===== src/rtl/branch_resolve_unit.sv =====
// branch_resolve_unit: resolves EX branches against fetch predictions, redirects on miss, queues predictor updates.
package branch_resolve_pkg;
  typedef enum logic [1:0] {NO_SPEC, BRANCH, JUMP, RAS} spec_type_e;
endpackage

module branch_resolve_unit
  import branch_resolve_pkg::*;
#(
  parameter int XLEN      = 32,
  parameter int UPD_DEPTH = 4,
  parameter int CNT_W     = 32
) (
  input  logic            clk_i,
  input  logic            rst_ni,
  input  logic            stall_i,
  input  logic            ex_valid_i,
  input  logic            ex_bjtype_i,
  input  logic [XLEN-1:0] ex_pc_i,
  input  logic [XLEN-1:0] ex_pc_incr_i,
  input  logic            ex_pred_taken_i,
  input  logic [XLEN-1:0] ex_pred_pc_i,
  input  spec_type_e      ex_spectype_i,
  input  logic            ex_act_taken_i,
  input  logic [XLEN-1:0] ex_act_target_i,
  output logic            spec_hit_o,
  output logic            redirect_valid_o,
  output logic [XLEN-1:0] redirect_pc_o,
  output logic            upd_valid_o,
  input  logic            upd_ready_i,
  output logic [XLEN-1:0] upd_pc_o,
  output logic [XLEN-1:0] upd_target_o,
  output logic            upd_taken_o,
  output spec_type_e      upd_spectype_o,
  output logic            upd_miss_o,
  output logic [CNT_W-1:0] cnt_branch_o,
  output logic [CNT_W-1:0] cnt_miss_o,
  output logic [CNT_W-1:0] cnt_drop_o
);
  localparam int AW = $clog2(UPD_DEPTH);
  typedef struct packed {
    logic [XLEN-1:0] pc;
    logic [XLEN-1:0] target;
    logic            taken;
    spec_type_e      spectype;
    logic            miss;
  } upd_t;
  upd_t mem [UPD_DEPTH];
  upd_t head;
  logic [AW:0] wr_ptr, rd_ptr;
  logic squash_q, res, miss, mispredict, push_req, push, pop, full, empty, drop;
  logic [XLEN-1:0] next_pc;
  // The instruction right behind a miss is on the wrong path; squash lasts as long as the redirect pulse.
  assign squash_q = redirect_valid_o;
  always_comb begin
    res        = ex_valid_i && !stall_i && !squash_q;
    miss       = ex_bjtype_i ? (ex_pred_taken_i != ex_act_taken_i) ||
                               (ex_act_taken_i && ex_pred_pc_i != ex_act_target_i)
                             : ex_pred_taken_i;
    mispredict = res && miss;
    next_pc    = ex_act_taken_i && ex_bjtype_i ? ex_act_target_i : ex_pc_incr_i;
    push_req   = res && ex_bjtype_i;
    empty      = wr_ptr == rd_ptr;
    full       = (wr_ptr[AW] != rd_ptr[AW]) && (wr_ptr[AW-1:0] == rd_ptr[AW-1:0]);
    pop        = !empty && upd_ready_i;
    push       = push_req && (!full || pop);
    drop       = push_req && full && !pop;
  end
  assign spec_hit_o     = !mispredict;
  assign head           = mem[rd_ptr[AW-1:0]];
  assign upd_valid_o    = !empty;
  assign upd_pc_o       = head.pc;
  assign upd_target_o   = head.target;
  assign upd_taken_o    = head.taken;
  assign upd_spectype_o = head.spectype;
  assign upd_miss_o     = head.miss;
  always_ff @(posedge clk_i) begin
    if (!rst_ni) begin
      redirect_valid_o <= 1'b0;
      redirect_pc_o    <= '0;
    end else if (!stall_i) begin
      redirect_valid_o <= mispredict;
      if (mispredict) redirect_pc_o <= next_pc;
    end
  end
  always_ff @(posedge clk_i) begin
    if (!rst_ni) begin
      wr_ptr <= '0;
      rd_ptr <= '0;
    end else begin
      if (push) wr_ptr <= wr_ptr + (AW+1)'(1);
      if (pop) rd_ptr <= rd_ptr + (AW+1)'(1);
    end
  end
  always_ff @(posedge clk_i) begin
    if (push) mem[wr_ptr[AW-1:0]] <= '{pc: ex_pc_i, target: ex_act_target_i, taken: ex_act_taken_i,
                                       spectype: ex_spectype_i, miss: miss};
  end
  always_ff @(posedge clk_i) begin
    if (!rst_ni) begin
      cnt_branch_o <= '0;
      cnt_miss_o   <= '0;
      cnt_drop_o   <= '0;
    end else begin
      if (push_req && !(&cnt_branch_o)) cnt_branch_o <= cnt_branch_o + CNT_W'(1);
      if (mispredict && !(&cnt_miss_o)) cnt_miss_o <= cnt_miss_o + CNT_W'(1);
      if (drop && !(&cnt_drop_o)) cnt_drop_o <= cnt_drop_o + CNT_W'(1);
    end
  end
endmodule


===== config.mk =====
export PLATFORM = sky130hd
export DESIGN_NAME = branch_resolve_unit
export DESIGN_NICKNAME = d
export VERILOG_FILES = /design/src/rtl/branch_resolve_unit.sv
export SDC_FILE = /design/constraint.sdc
export NUM_CORES = 1
export LEC_CHECK = 0
export ABC_AREA = 1
export CAP_MARGIN = 20
export CORE_MARGIN = 3
export CORE_UTILIZATION = 57
export DETAILED_ROUTE_END_ITERATION = 10
export HOLD_SLACK_MARGIN = 0.08
export PLACE_DENSITY = 0.88
export SETUP_SLACK_MARGIN = 0.15
export SLEW_MARGIN = 10
export SYNTH_ARGS = -nofsm -noshare
export SYNTH_HDL_FRONTEND = slang
export SYNTH_SLANG_ARGS = --single-unit

===== constraint.sdc =====
create_clock -name clk_i -period 11.25 [get_ports clk_i]
set_clock_uncertainty 0.05 [all_clocks]
set_input_delay 1.6875 -clock clk_i [delete_from_list [all_inputs] [get_ports clk_i]]
set_output_delay 1.6875 -clock clk_i [all_outputs]
set_load 0.03 [all_outputs]

# Word level (Yosys, flattened, before mapping)
# Memory sizes are Yosys's and may differ from the RTL's. A register that Yosys moved wholly into a read port is not among the register bits.
# Cells that the tools add are included.
# W data, S select, Z words.
# word_totals
regBits	135
n_memories	1
mem_bits_rw	272
output_inout_bits	199
wordCells	54
# classes
n_reduce_logical	29
n_eq_ne	5
addsub	5
n_bitwise	1
n_mux	6
# memory_table
name	depth	width	read_ports	rd_ports_with_merged_regs	wr	line	text
mem	4	68	1	1	1	47	upd_t mem [UPD_DEPTH];
# ops
cell	n
$add A32 B1 Y32 const B	3
$reduce_and A32 Y1	3
$mux W32	1
$ne A32 B32 Y1	1
$logic_and A1 B1 Y1	14
$logic_not A1 Y1	9
$add A3 B1 Y3 const B	2
$mux W2	2
$eq A3 B3 Y1	1
$mux W1	3
$eq A2 B2 Y1	1
$logic_or A1 B1 Y1	2
$ne A1 B1 Y1	2
$reduce_and A2 Y1	1
$not A1 Y1	1

# Logic depth before layout (Yosys ltp)
# Gate-level depths: netlist (run 1).
# logic_depth
ltp_word	7
ltp_mapped	14

# Worst setup path after synthesis (run 1)
# OpenSTA, ideal clock, no wires.
# synth_timing
path_type	in2reg
start	in stall_i
end	mem mem[3][0] (netlist name), enable pin
path_slack_ps	5565
setup_time_ps	498
n_path_buf	0
t_arrival_ps	5138
cell_stages	5
required_ps	10702
cell_sequence	nor3b_2 > nand2_1 > inv_1 > nand2_1 > nor2_1
# synth_between
elab_chain_len	7
# synth_lines
element	line	text
from (decl)	15	input logic stall_i,
$logic_not A1 Y1	--	
$logic_and A1 B1 Y1 (2 in a row)	55	res = ex_valid_i && !stall_i && !squash_q;
$logic_and A1 B1 Y1	61	push_req = res && ex_bjtype_i;
$logic_and A1 B1 Y1	65	push = push_req && (!full || pop);
$mux W1	95	if (push) mem[wr_ptr[AW-1:0]] <= '{pc: ex_pc_i, target: ex_act_target_i, taken: ex_act_taken_i,
$mux W1 (not written as such)	95	
to (decl)	47	
# Every way passes these cells.

# Worst setup path in the final report (run 1)
# layout_timing
start	in ex_act_taken_i
end	out spec_hit_o
# layout_between
elab_chain_len	5
elab_cells_between_ends	6
# layout_lines
element	line	text
from (decl)	23	input logic ex_act_taken_i,
$ne A1 B1 Y1 or $logic_and A1 B1 Y1 (tied branches)	56, 57	
$logic_or A1 B1 Y1 (*)	56	miss = ex_bjtype_i ? (ex_pred_taken_i != ex_act_taken_i) ||
$mux W1 (*)	56	
$logic_and A1 B1 Y1 (*)	59	mispredict = res && miss;
$logic_not A1 Y1 (*)	68	assign spec_hit_o = !mispredict;
to (decl)	25	output logic spec_hit_o,
# Every way passes the cells marked *; elsewhere a longest branch is shown, timed or not.

==> results of run 1 <==
synthesized netlist by cell type (2+ instances only):
library cell	instances	area share, %
nand3_1	69	1.9
inv_2	3	0.061
inv_1	148	3.0
nand3b_1	4	0.16
o22ai_1	68	2.3
nand2_2	2	0.068
buf_2	17	0.46
nor2_1	282	5.7
nor3_1	43	1.2
nor4_1	7	0.24
nor3b_2	3	0.20
ha_1	8	0.54
buf_6	6	0.36
buf_4	4	0.16
nand2_1	447	9.1
edfxtp_1	272	44
and3_1	7	0.24
nor3b_1	2	0.081
xnor2_1	26	1.2
o21ai_0	182	4.9
nand4_2	2	0.14
buf_1	5	0.10
clkbuf_1	66	1.3
dfxtp_1	137	15
nand4_1	59	2.0
nor3_2	5	0.27
a21oi_1	112	3.0
xor2_1	45	2.1
metrics by stage:
step / instance area [um2] / utilization, %
finish: 23600 / 74.3
global route: 23600 / 74.3
CTS: 23500 / 74.0
detailed placement: 22100 / 69.6
global placement: 22100 / 69.6
floorplan: 18500 / -
report_power, final:
group,switching [W],internal [W]
clock,0.000579,0.000813
combinational,0.000289,0.000169
sequential,0.0000108,0.00162
total,0.000878,0.00260
worst paths after layout:
check | to | slack [ps] | cells past startpoint
worst min-delay path | redirect_pc_o[25]$_SDFFE_PN0P_ | 410 | 2
worst min register to register | redirect_pc_o[25]$_SDFFE_PN0P_ | 410 | 2
worst max register to register | mem[3][51]$_DFFE_PP_ | 7420 | 7
worst max-delay path | spec_hit_o | 3860 | 12
flip-flops by register name, indices dropped and copies added, names as in the netlist, named ones only:
signal	cells
rd_ptr	3
cnt_miss_o	32
redirect_valid_o	1
cnt_drop_o	32
redirect_pc_o	32
wr_ptr	3
cnt_branch_o	32
mem	272
cells by family after synthesis:
family                   count (synthesis)  synth area share (%)
AND/OR/NAND/NOR                        937                  21.4
flip-flops                             409                  58.9
AO/OA/AOI/OAI                          364                  10.3
buffers and inverters                  249                  5.48
XOR/XNOR                                71                  3.36
adder cells (fa/ha/maj)                  8                 0.540
area by class of cell:
cell class                 instances  area [um2]
sequential                       409       10900
fill                            2211        8190
multi-input combinational       1380        6650
timing repair buffer             352        3520
clock buffer                      54        1100
inverter                         151         568
tap                              435         544
clock inverter                    23         283
antenna                           13        32.5
per-layer routing:
metal | track usage (%) | routed length [um] | vias to the layer above | share of wire (%)
met5 | 0 | 42 | - | 0.074
li1 | - | - | 7557 | -
met2 | 52.6 | 27200 | 766 | 48
met1 | 40.0 | 21500 | 7646 | 38
met4 | 11.7 | 2170 | 8 | 3.8
met3 | 8.36 | 5850 | 132 | 10
worst max-delay path, delay by kind of cell:
kind                   cells  cell delay [ps]
buffers and inverters      5             2590
and+or+nand+nor            7             1300
layout by cell type, fill, tap and decap left out, types with 8 or more instances in the layout:
cell             count
nand2_1            446
clkdlybuf4s50_1    336
nor2_1             277
edfxtp_1           272
o21ai_0            182
inv_1              146
dfxtp_1            135
a21oi_1            112
nand3_1             69
o22ai_1             68
nand4_1             59
xor2_1              45
nor3_1              43
clkbuf_16           42
xnor2_1             26
buf_4               14
diode_2             13
clkbuf_1            12
clkinv_2             8
ha_1                 8
==> key figures, run 1 <==
Detailed routing
  • Post-Route WL: 56.8 mm
  • Detailed Route Iter0 Violations: 1,460
  • DR WL/cell: 20.1 um
  • Vias: 16,109
  • DRC Markers: 0
  • Vias/cell: 5.72
  • ANT nets after route: 0
  • Drt first pass iters: 6

Setup path
  • Max stage delay on crit path: 740 ps
  • Crit path max-delay cell type: clkdlybuf4s50_1
  • CP Data Required Time: 9510 ps
  • Crit path launch: ex_act_taken_i
  • FF-to-FF Start: redirect_valid_o$_SDFFE_PN0N_
  • Startpoint Class: input pin
  • WP data arrival: 5660 ps
  • CP cell instances: clkdlybuf4s50_1 -> nand2_2 -> inv_1 -> nand4_1 -> nor2_1 -> nand3_1 -> nor2_1 -> nor2_4 -> buf_4 -> nand2_1 -> buf_4 -> clkdlybuf4s50_1
  • CP max FO: 68
  • CP Class: in2out
  • Critical Path Sink Type: output port

Clock tree
  • Worst skew pair latency: 550 ps
  • Clock sink total: 409
  • Clock-pin slew on the worst setup and hold paths: 50 ps
  • Htree depth: 2
  • CTS buffer count: 42
  • CTS resizes: 0
  • CTS tree: built
  • CTS max path bufs: 3
  • Post-CTS setup buffer count: 0
  • Root Buffer: clkbuf_16
  • Hold Buf Count CTS: 0

Yosys
  • Syn nets: 2,184
  • Post-synth EDFFs: 272
  • Syn. warnings: 0
  • Synthesis-stage register bit count: 409
  • Avg Synthesized Cell Area: 9.09 um2
  • Synth Flop Type: edfxtp_1
  • Post-Syn Instances: 2,038
  • Synth async-reset ratio: 0%
  • Synthesized cell area: 18,500 um2
  • Cell variety after synth: 35
  • Sequential cell area fraction in the yosys report: 58.9%

STA
  • Achievable frequency: 135 MHz
  • Setup TNS: 0 ps
  • Slew Viols, Final: 0
  • Final setup fails: 0
  • Final WS setup: 3860 ps
  • Unrepaired setup endpoints after global routing: no
  • Crit path time final: 7390 ps
  • Fin crit share: 65.7%
  • Worst-Margin Slew: 1010 ps
  • Hold slack: 412 ps
  • Worst rel slew slack: 32.5%
  • Final Hold Viols: 0

Pwr
  • Leak Pwr: 8.27 nW
  • Pwr Density: 147 nW/um2
  • Tot Pwr: 0.00348 W
  • Peak VDD IR: 109 uV

Final layout
  • Non-Filler Instances: 2,817
  • Layout cells sized above 1: 4.43%
  • Synth-to-layout area growth: 27.4%
  • Count of nets after finishing: 2,482

Die
  • Core Area: 31,800 um2
  • Chip height: 186 um
  • Die Area: 34,700 um2
  • Initial core utilization: 58.3%
  • Top Ports: 337
  • Site Rows: 65
  • Die X: 186 um

Placement
  • Setup slack after placement: 3910 ps
  • Placed insts: 2,725
  • Placer's final routability congestion estimate: 0.968
  • Dpl hpwl: 38.2 mm
  • Buffers on Ports: 336

GRT
  • Number of global-route vias before repair: 15,704
  • Initial antenna violation count: 16
  • First-pass GRT wire length: 87.6 mm
  • Total GRT Usage: 31.6%
  • Largest net degree at the start of global routing: 123
  • GRT overflow: 0

Status
  • Status: complete, no violations

Flow run
  • MaxCap Viol Count: 0

Hold path
  • Worst Hold Class: reg2reg
  • Hold_sp: redirect_pc_o[25]$_SDFFE_PN0P_
No activity file was read; power rests on OpenSTA's default activity.
==> run 2: changes to the inputs <==
- CORE_UTILIZATION: 57 -> 53
- PLACE_DENSITY: 0.88 -> 0.83
- clock period: 11.25 -> 7.6 ns (I/O delays scaled with it)
==> run 2 against run 1 <==
Via count fell by 2.5%. Combinational power rose by 43%. Sequential cell count did not move. Clock power rose by 57%. Final cell count rose by 0.35%. Register-to-register slack got worse by 3300 ps. Sequential power rose by 48%. Critical path depth did not move. Sequential share of layout area fell by 0.11 points. Critical endpoint unchanged. Largest cell class unchanged.
==> key figures, run 2 (synthesis results as in run 1) <==
Status
  • Status: complete, no violations (unchanged)

Setup path
  • CP max FO: 57 (was 68)
  • Critical Path Sink Type: output port (unchanged)
  • WP data arrival: 4100 ps (was 5660 ps)
  • Startpoint Class: input pin (unchanged)
  • CP Class: in2out (unchanged)
  • CP Data Required Time: 6410 ps (was 9510 ps)

STA
  • Worst-Margin Slew: 1040 ps (was 1010 ps)
  • Setup TNS: 0 ps (unchanged)
  • Hold slack: 409 ps (was 412 ps)
  • Unrepaired setup endpoints after global routing: no (unchanged)
  • Achievable frequency: 189 MHz
  • Crit path time final: 5290 ps
  • Worst rel slew slack: 31.0% (was 32.5%)
  • Fin crit share: 69.7%
  • Final Hold Viols: 0 (unchanged)
  • Slew Viols, Final: 0 (unchanged)
  • Final setup fails: 0 (unchanged)

Pwr
  • P_int: 0.00395 W (was 0.00260 W)
  • Switching share of power: 24.8% (was 25.2%)
  • Peak VDD IR: 178 uV (was 109 uV)
  • Seq pwr share: 46.1% (was 46.9%)
  • P_sw: 0.00130 W (was 0.000878 W)
  • Clk network pwr share: 41.4% (was 40.0%)
  • Leak Pwr: 8.31 nW (was 8.27 nW)
  • Combinational Power Share: 12.5% (was 13.1%)
  • Pwr Density: 222 nW/um2 (was 147 nW/um2)

Die
  • Initial core utilization: 54.4% (was 58.3%)
  • Chip height: 193 um (was 186 um)
  • Die Area: 37,200 um2 (was 34,700 um2)
  • Site Rows: 67 (was 65)
  • Top Ports: 337 (unchanged)
  • Core Area: 34,000 um2 (was 31,800 um2)
  • Die X: 193 um (was 186 um)

GRT
  • Met2 Use GR: 48.6% (was 52.6%)
  • Initial antenna violation count: 12 (was 16)
  • Largest net degree at the start of global routing: 83 (was 123)
  • M3 GR Usage: 8.73% (was 8.36%)
  • First-pass GRT wire length: 85.8 mm (was 87.6 mm)
  • Total GRT Usage: 29.5% (was 31.6%)
  • GR peak layer: met2 (unchanged)
  • Met1 Use GR: 38.2% (was 40.0%)
  • GRT overflow: 0 (unchanged)
  • Number of global-route vias before repair: 15,339 (was 15,704)

Placement
  • Buffers on Ports: 336 (unchanged)
  • Placer's final routability congestion estimate: 0.986 (was 0.968)
  • Dpl hpwl: 37.4 mm (was 38.2 mm)
  • Area after DPL: 22,200 um2 (was 22,100 um2)

Final layout
  • Most frequent cells in the layout: nand2_1 (446), clkdlybuf4s50_1 (336), nor2_1 (277) (unchanged)
  • Max reg flops: 272 (unchanged)
  • Synth-to-layout area growth: 27.7% (was 27.4%)
  • Final core utilization: 69.5% (was 74.3%)
  • Layout cells sized above 1: 4.55% (was 4.43%)
  • Fillers: 2,565 (was 2,211)
  • Commonest non-fill, non-tap cell in the layout: nand2_1 (unchanged)
  • Final non-filler cell area: 23,700 um2 (was 23,600 um2)
  • Count of nets after finishing: 2,483 (was 2,482)

Detailed routing
  • Drt first pass iters: 6 (unchanged)
  • DR WL/cell: 19.7 um (was 20.1 um)
  • DRC Markers: 0 (unchanged)
  • Post-Route WL: 55.6 mm (was 56.8 mm)
  • Vias: 15,713 (was 16,109)
  • ANT nets after route: 0 (unchanged)
  • Vias/cell: 5.56 (was 5.72)
  • Detailed Route Iter0 Violations: 1,447 (was 1,460)

Hold path
  • Worst Hold Class: reg2reg (unchanged)

Clock tree
  • Post-CTS setup buffer count: 0 (unchanged)
  • Clock sink total: 409 (unchanged)
  • Root Buffer: clkbuf_16 (unchanged)
  • CTS tree: built (unchanged)
  • Hold Buf Count CTS: 0 (unchanged)
  • Htree depth: 2 (unchanged)
  • CTS buffer count: 43 (was 42)
  • Worst skew pair latency: 550 ps (about the same)
  • Clock-pin slew on the worst setup and hold paths: 50 ps (about the same)
  • CTS max path bufs: 3 (unchanged)
  • CTS resizes: 0 (unchanged)

Flow run
  • MaxCap Viol Count: 0 (unchanged)
[run 2: cell count changes in the layout (fill, tap and decap cells not counted)]
cell and change:
diode_2 -6, clkbuf_16 +2, clkinvlp_4 -1, clkinv_8 +2
clkinv_2 +1, clkbuf_1 -1, bufinv_16 +2, inv_6 -2
buf_16 -2, clkinv_16 -1, buf_4 +2, clkinv_1 +1
[run 2: worst paths after layout]
path	startpoint	endpoint	cells past startpoint	slack, ps
max reg2reg	redirect_valid_o$_SDFFE_PN0N_	mem[3][36]$_DFFE_PP_	7	4100
min	redirect_pc_o[19]$_SDFFE_PN0P_	redirect_pc_o[19]$_SDFFE_PN0P_	2	410
max	ex_act_taken_i	spec_hit_o	12	2310
min reg2reg	redirect_pc_o[19]$_SDFFE_PN0P_	redirect_pc_o[19]$_SDFFE_PN0P_	2	410
[run 2: final cells by class]
class                      count  area, um2  area share [%]
sequential                   409      10900            46.1
multi-input combinational   1380       6650            28.1
timing repair buffer         352       3480            14.7
clock buffer                  55       1140            4.83
inverter                     151        568            2.40
tap                          448        561            2.37
clock inverter                25        329            1.39
antenna                        7       17.5          0.0740
[run 2: power groups by stage]
| stage | combinational [W] | sequential [W] | clock [W] |
|---|---|---|---|
| finish | 0.000655 | 0.00242 | 0.00218 |
| global route | 0.000702 | 0.00242 | 0.00229 |
| CTS | 0.000653 | 0.00242 | 0.00220 |
| detailed placement | 0.000648 | 0.00247 | 0 |
| global placement | 0.000639 | 0.00247 | 0 |
| floorplan | 0.000339 | 0.00247 | 0 |
[run 2: layer usage]
metal,vias to the layer above,part of all wire (%),wire length [um]
met5,-,0.11,63
met4,10,2.9,1620
met3,119,10,5770
met2,634,47,26200
met1,7408,40,22000
li1,7542,-,-
[run 2: stage by stage]
stage               instances  power (W)  setup WS (ps)
floorplan                2038    0.00281           2460
global placement         2740    0.00311           2340
finish                   2827    0.00525           2310
global route             2826    0.00542           2100
detailed placement       2740    0.00312           2320
CTS                      2820    0.00527           2310
[run 2: critical path, stage by stage]
cell             delay (ps)
clkdlybuf4s50_1         590
nand2_2                  70
buf_4                   270
inv_1                   300
nand4_1                 130
nor2_1                  120
nand3_1                  80
nor2_1                  190
nor2_4                   40
nand2_1                  60
buf_4                   330
clkdlybuf4s50_1         750
==> RTL edit 1 (flow settings as in run 2) <==
Change the parameter `XLEN` from 32 to 40.
--- a/src/rtl/branch_resolve_unit.sv
+++ b/src/rtl/branch_resolve_unit.sv
@@ -7,5 +7,5 @@
   import branch_resolve_pkg::*;
 #(
-  parameter int XLEN      = 32,
+  parameter int XLEN      = 40,
   parameter int UPD_DEPTH = 4,
   parameter int CNT_W     = 32
Interface: changed (7 resized); port bits go from 337 to 393. The function was not compared with the original's and may differ.
==> RTL edit 1 against run 2 <==
Global-route usage is 0.30 points higher; worst hold slack better by 0.0075 ns; count of clock-buffer cells in the layout is 18 higher; synthesized cell count rose by 4.8%; wire length rose by 15%; cell count grew 8.1%; final area grew 13%; critical path depth fell by 4; total power is 16% higher; setup slack better by 0.22 ns; synthesized area is 12% higher; sequential cell count is 72 higher; first-iteration DRC count is 9.1% higher; critical path type unchanged.
==> RTL edit 1: results <==
metrics = {
    "run_status": {
        "outcome": "finished, final reports clean",
    },
    "grt": {
        "use_met3_pct": 9.046,
        "antenna_found_initial": 18,
        "grt_pass1_wl_mm": 96.25,
        "grt_max_degree": 107,
        "grt.met2_usage_pct": 50.12,
        "track_usage_pct": 29.80,
    },
    "detailed_routing": {
        "drt_iter0_markers": 1578,
        "wl_mm": 64.05,
        "drt_pre_antenna_iters": 7,
        "wl_met3_mm": 6.641,
    },
    "synthesis": {
        "synth_seq_cells": 481,
        "synth_sequential_area_ratio_pct": 62.46,
        "synth_edf_count": 336,
    },
    "cells_and_area": {
        "layout.clock_buffers": 73,
        "n_all_inverters": 160,
        "n_all_buffers": 411,
    },
    "timing": {
        "fmax_ghz": 0.1970,
    },
    "pwr": {
        "leakagePower_nw": 9.255,
        "powerDensity_mw_per_mm2": 227.3,
    },
    "critical_path": {
        "reg2reg_slack_ns": 4.22,
        "cp_max_fo": 6,
    },
    "placement": {
        "dp_hpwl_mm": 42.95,
        "portBuffers": 392,
    },
    "clocking": {
        "cts_buffers": 50,
    },
}
-- RTL edit 1: metrics by stage --
step	power [mW]	hold WS, ns
2_1_floorplan	3.319	0.4275
3_3_place_gp	3.680	0.4003
3_5_place_dp	3.698	0.4060
4_1_cts	6.123	0.4149
5_1_grt	6.268	0.4256
6_report	6.091	0.4167
-- RTL edit 1: worst max-delay path: stages --
cell and delay (ns):
clkdlybuf4s50_1 0.61, xor2_1 0.25, nor2_1 0.44, nand3_1 0.13
nor2_1 0.19, nand3_1 0.24, nand3_2 0.18, clkdlybuf4s50_1 0.69
-- RTL edit 1: power breakdown --
part,switching (mW),internal [mW]
Combinational,0.486,0.295
Sequential,0.0322,2.84
Clock,1.03,1.42
Total,1.54,4.55
-- RTL edit 1: cell families after synthesis --
logic type / synth area share, %
AOI/OAI and AO/OA: 11.28
and+or+nand+nor: 17.35
buffers and inverters: 4.927
DFF: 62.46
xor gates and xnor gates: 2.737
adders and majority gates: 0.4813
muxes: 0.7579
==> RTL edit 2 (settings of run 2) <==
Made on the original files. Put one more register stage on the output `cnt_drop_o`, with the module's reset. The value now appears one clock later. The other outputs are not delayed to match.
--- a/src/rtl/branch_resolve_unit.sv
+++ b/src/rtl/branch_resolve_unit.sv
@@ -45,4 +45,6 @@
     logic            miss;
   } upd_t;
+
+  logic [CNT_W-1:0] cnt_drop_s0;
   upd_t mem [UPD_DEPTH];
   upd_t head;
@@ -100,11 +102,19 @@
       cnt_branch_o <= '0;
       cnt_miss_o   <= '0;
-      cnt_drop_o   <= '0;
+      cnt_drop_s0  <= '0;
     end else begin
       if (push_req && !(&cnt_branch_o)) cnt_branch_o <= cnt_branch_o + CNT_W'(1);
       if (mispredict && !(&cnt_miss_o)) cnt_miss_o <= cnt_miss_o + CNT_W'(1);
-      if (drop && !(&cnt_drop_o)) cnt_drop_o <= cnt_drop_o + CNT_W'(1);
+      if (drop && !(&cnt_drop_s0)) cnt_drop_s0 <= cnt_drop_s0 + CNT_W'(1);
     end
   end
+  always_ff @(posedge clk_i) begin
+    if (!rst_ni) begin
+      cnt_drop_o <= '0;
+    end else begin
+      cnt_drop_o <= cnt_drop_s0;
+    end
+  end
+
 endmodule
 
Behaviour: same outputs for any inputs over 4 cycles, from zero or initial values and one cycle with rst_ni low; that may be too few to reach the edited logic, so the function may still have changed.
==> RTL edit 2 against run 2 <==
Wire length increased by 3.9%; sequential power increased by 7%; final area increased by 4.0%; setup slack got worse by 0.35 ns; sequential cell count increased by 32; total power increased by 2.5%; synthesized area increased by 5.1%; largest power group unchanged; critical path type unchanged; cell count increased by 4.4%; largest cell class unchanged; first-iteration DRC count decreased by 13%.
==> RTL edit 2: results <==
metrics = {
    "critical_path": {
        "worstPathArrival_ns": 4.45,
        "path_delay_family": "buffers and inverters",
        "cp_max_fo": 68,
    },
    "cells_and_area": {
        "nNetsFinal": 2588,
        "drive_above_1_share_pct": 5.004,
        "final_cell_count_no_fill": 2951,
    },
    "placement": {
        "place_congestion": 1.045,
        "pre_cts_ws_ns": 2.007,
        "dpl_cell_area_mm2": 0.02312,
        "dp_cells": 2855,
        "dp_hpwl_mm": 39.39,
    },
    "synthesis": {
        "async_flop_share_pct": 0,
        "synth.net_count": 2292,
        "netlist_instances": 2146,
        "synth_cell_types": 39,
        "synth_area_leaders": "edfxtp_1 (42%), dfxtp_1 (17%), nand2_1 (9.6%)",
        "synth_sequential_area_ratio_pct": 59.32,
        "synth_commonest_cells": "nand2_1 (498), edfxtp_1 (272), nor2_1 (267), o21ai_0 (177), inv_1 (170)",
    },
    "detailed_routing": {
        "drt_pre_antenna_iters": 6,
        "vias": 16367,
        "wire_per_inst_um": 19.59,
        "drt_iter0_markers": 1254,
    },
    "worst_hold_path": {
        "worstHoldPathType": "reg -> reg",
    },
    "grt": {
        "grt_pass1_wl_mm": 88.06,
        "track_usage_pct": 28.93,
        "antenna_found_initial": 20,
        "grt_max_degree": 99,
    },
    "clocking": {
        "ctsHtreeMaxLevel": 2,
        "insertion_delay_ns": 0.58,
        "clkTransAtPathRegs_ns": 0.06,
        "cts_buffers": 45,
    },
    "pwr": {
        "leakagePower_nw": 8.895,
        "sw_frac_of_total_pct": 25.51,
        "ir_drop_uv": 151.7,
    },
    "timing": {
        "max_slew_margin_pct": 35.03,
    },
    "run_status": {
        "outcome": "finished, final reports clean",
    },
}
## RTL edit 2: cell types whose count changed after synthesis, moves of 4 or more
cell	delta
nand2_1	+51
dfxtp_1	+32
inv_1	+22
nor2_1	-15
a21oi_1	+6
and3_1	-5
clkbuf_1	+5
o21ai_0	-5
a21oi_2	+4
## RTL edit 2: final timing paths
check | startpoint | endpoint | slack, ns | cells after the start
min | redirect_pc_o[17] | redirect_pc_o[17] | 0.42 | 2
max | ex_bjtype_i | spec_hit_o | 1.96 | 13
min reg2reg | redirect_pc_o[17] | redirect_pc_o[17] | 0.42 | 2
max reg2reg | cnt_drop_s0[1] | cnt_drop_s0[18] | 4.74 | 11
## RTL edit 2: area by class of cell
type,count,area [um^2]
Timing Repair Buffer,352,3498
Clock inverter,27,239.0
Inverter,176,663.1
Clock buffer,56,1197
Tap cell,461,576.8
Multi-Input combinational cell,1426,6852
Antenna cell,12,30.03
Sequential cell,441,11560
Fill cell,2814,11300
## RTL edit 2: logic make-up (layout without fill, tap and decap cells)
| kind of cell | count (synthesis) | in the layout | share of synthesized area [%] |
|---|---|---|---|
| AND/OR/NAND/NOR | 976 | 976 | 21.14 |
| XOR/XNOR | 71 | 71 | 3.193 |
| other | 0 | 12 | 0 |
| buffers and inverters | 279 | 611 | 5.757 |
| flip-flops | 441 | 441 | 59.32 |
| AO/OA/AOI/OAI | 371 | 371 | 10.08 |
| adder cells (fa/ha/maj) | 8 | 8 | 0.5140 |
## RTL edit 2: tightest hold or removal path: stages (launching register included)
cell and delay, ns:
dfxtp_1 0.31, nand2_1 0.06, a21oi_1 0.05
## RTL edit 2: per-layer routing
metal / up-vias / global-route usage [%] / part of all wire, %
met4: 16 / 11.77 / 3.2
li1: 7865 / - / -
met2: 663 / 48.00 / 48
met5: - / 0 / 0.19
met3: 127 / 7.863 / 9.9
met1: 7696 / 36.11 / 39
## RTL edit 2: power groups by stage
stage	Sequential [mW]	Combinational, mW	Clock, mW
after detailed placement	2.64	0.662	0
after floorplan	2.65	0.343	0
after global placement	2.64	0.651	0
final	2.59	0.668	2.13
after global routing	2.59	0.711	2.26
after CTS	2.59	0.666	2.18
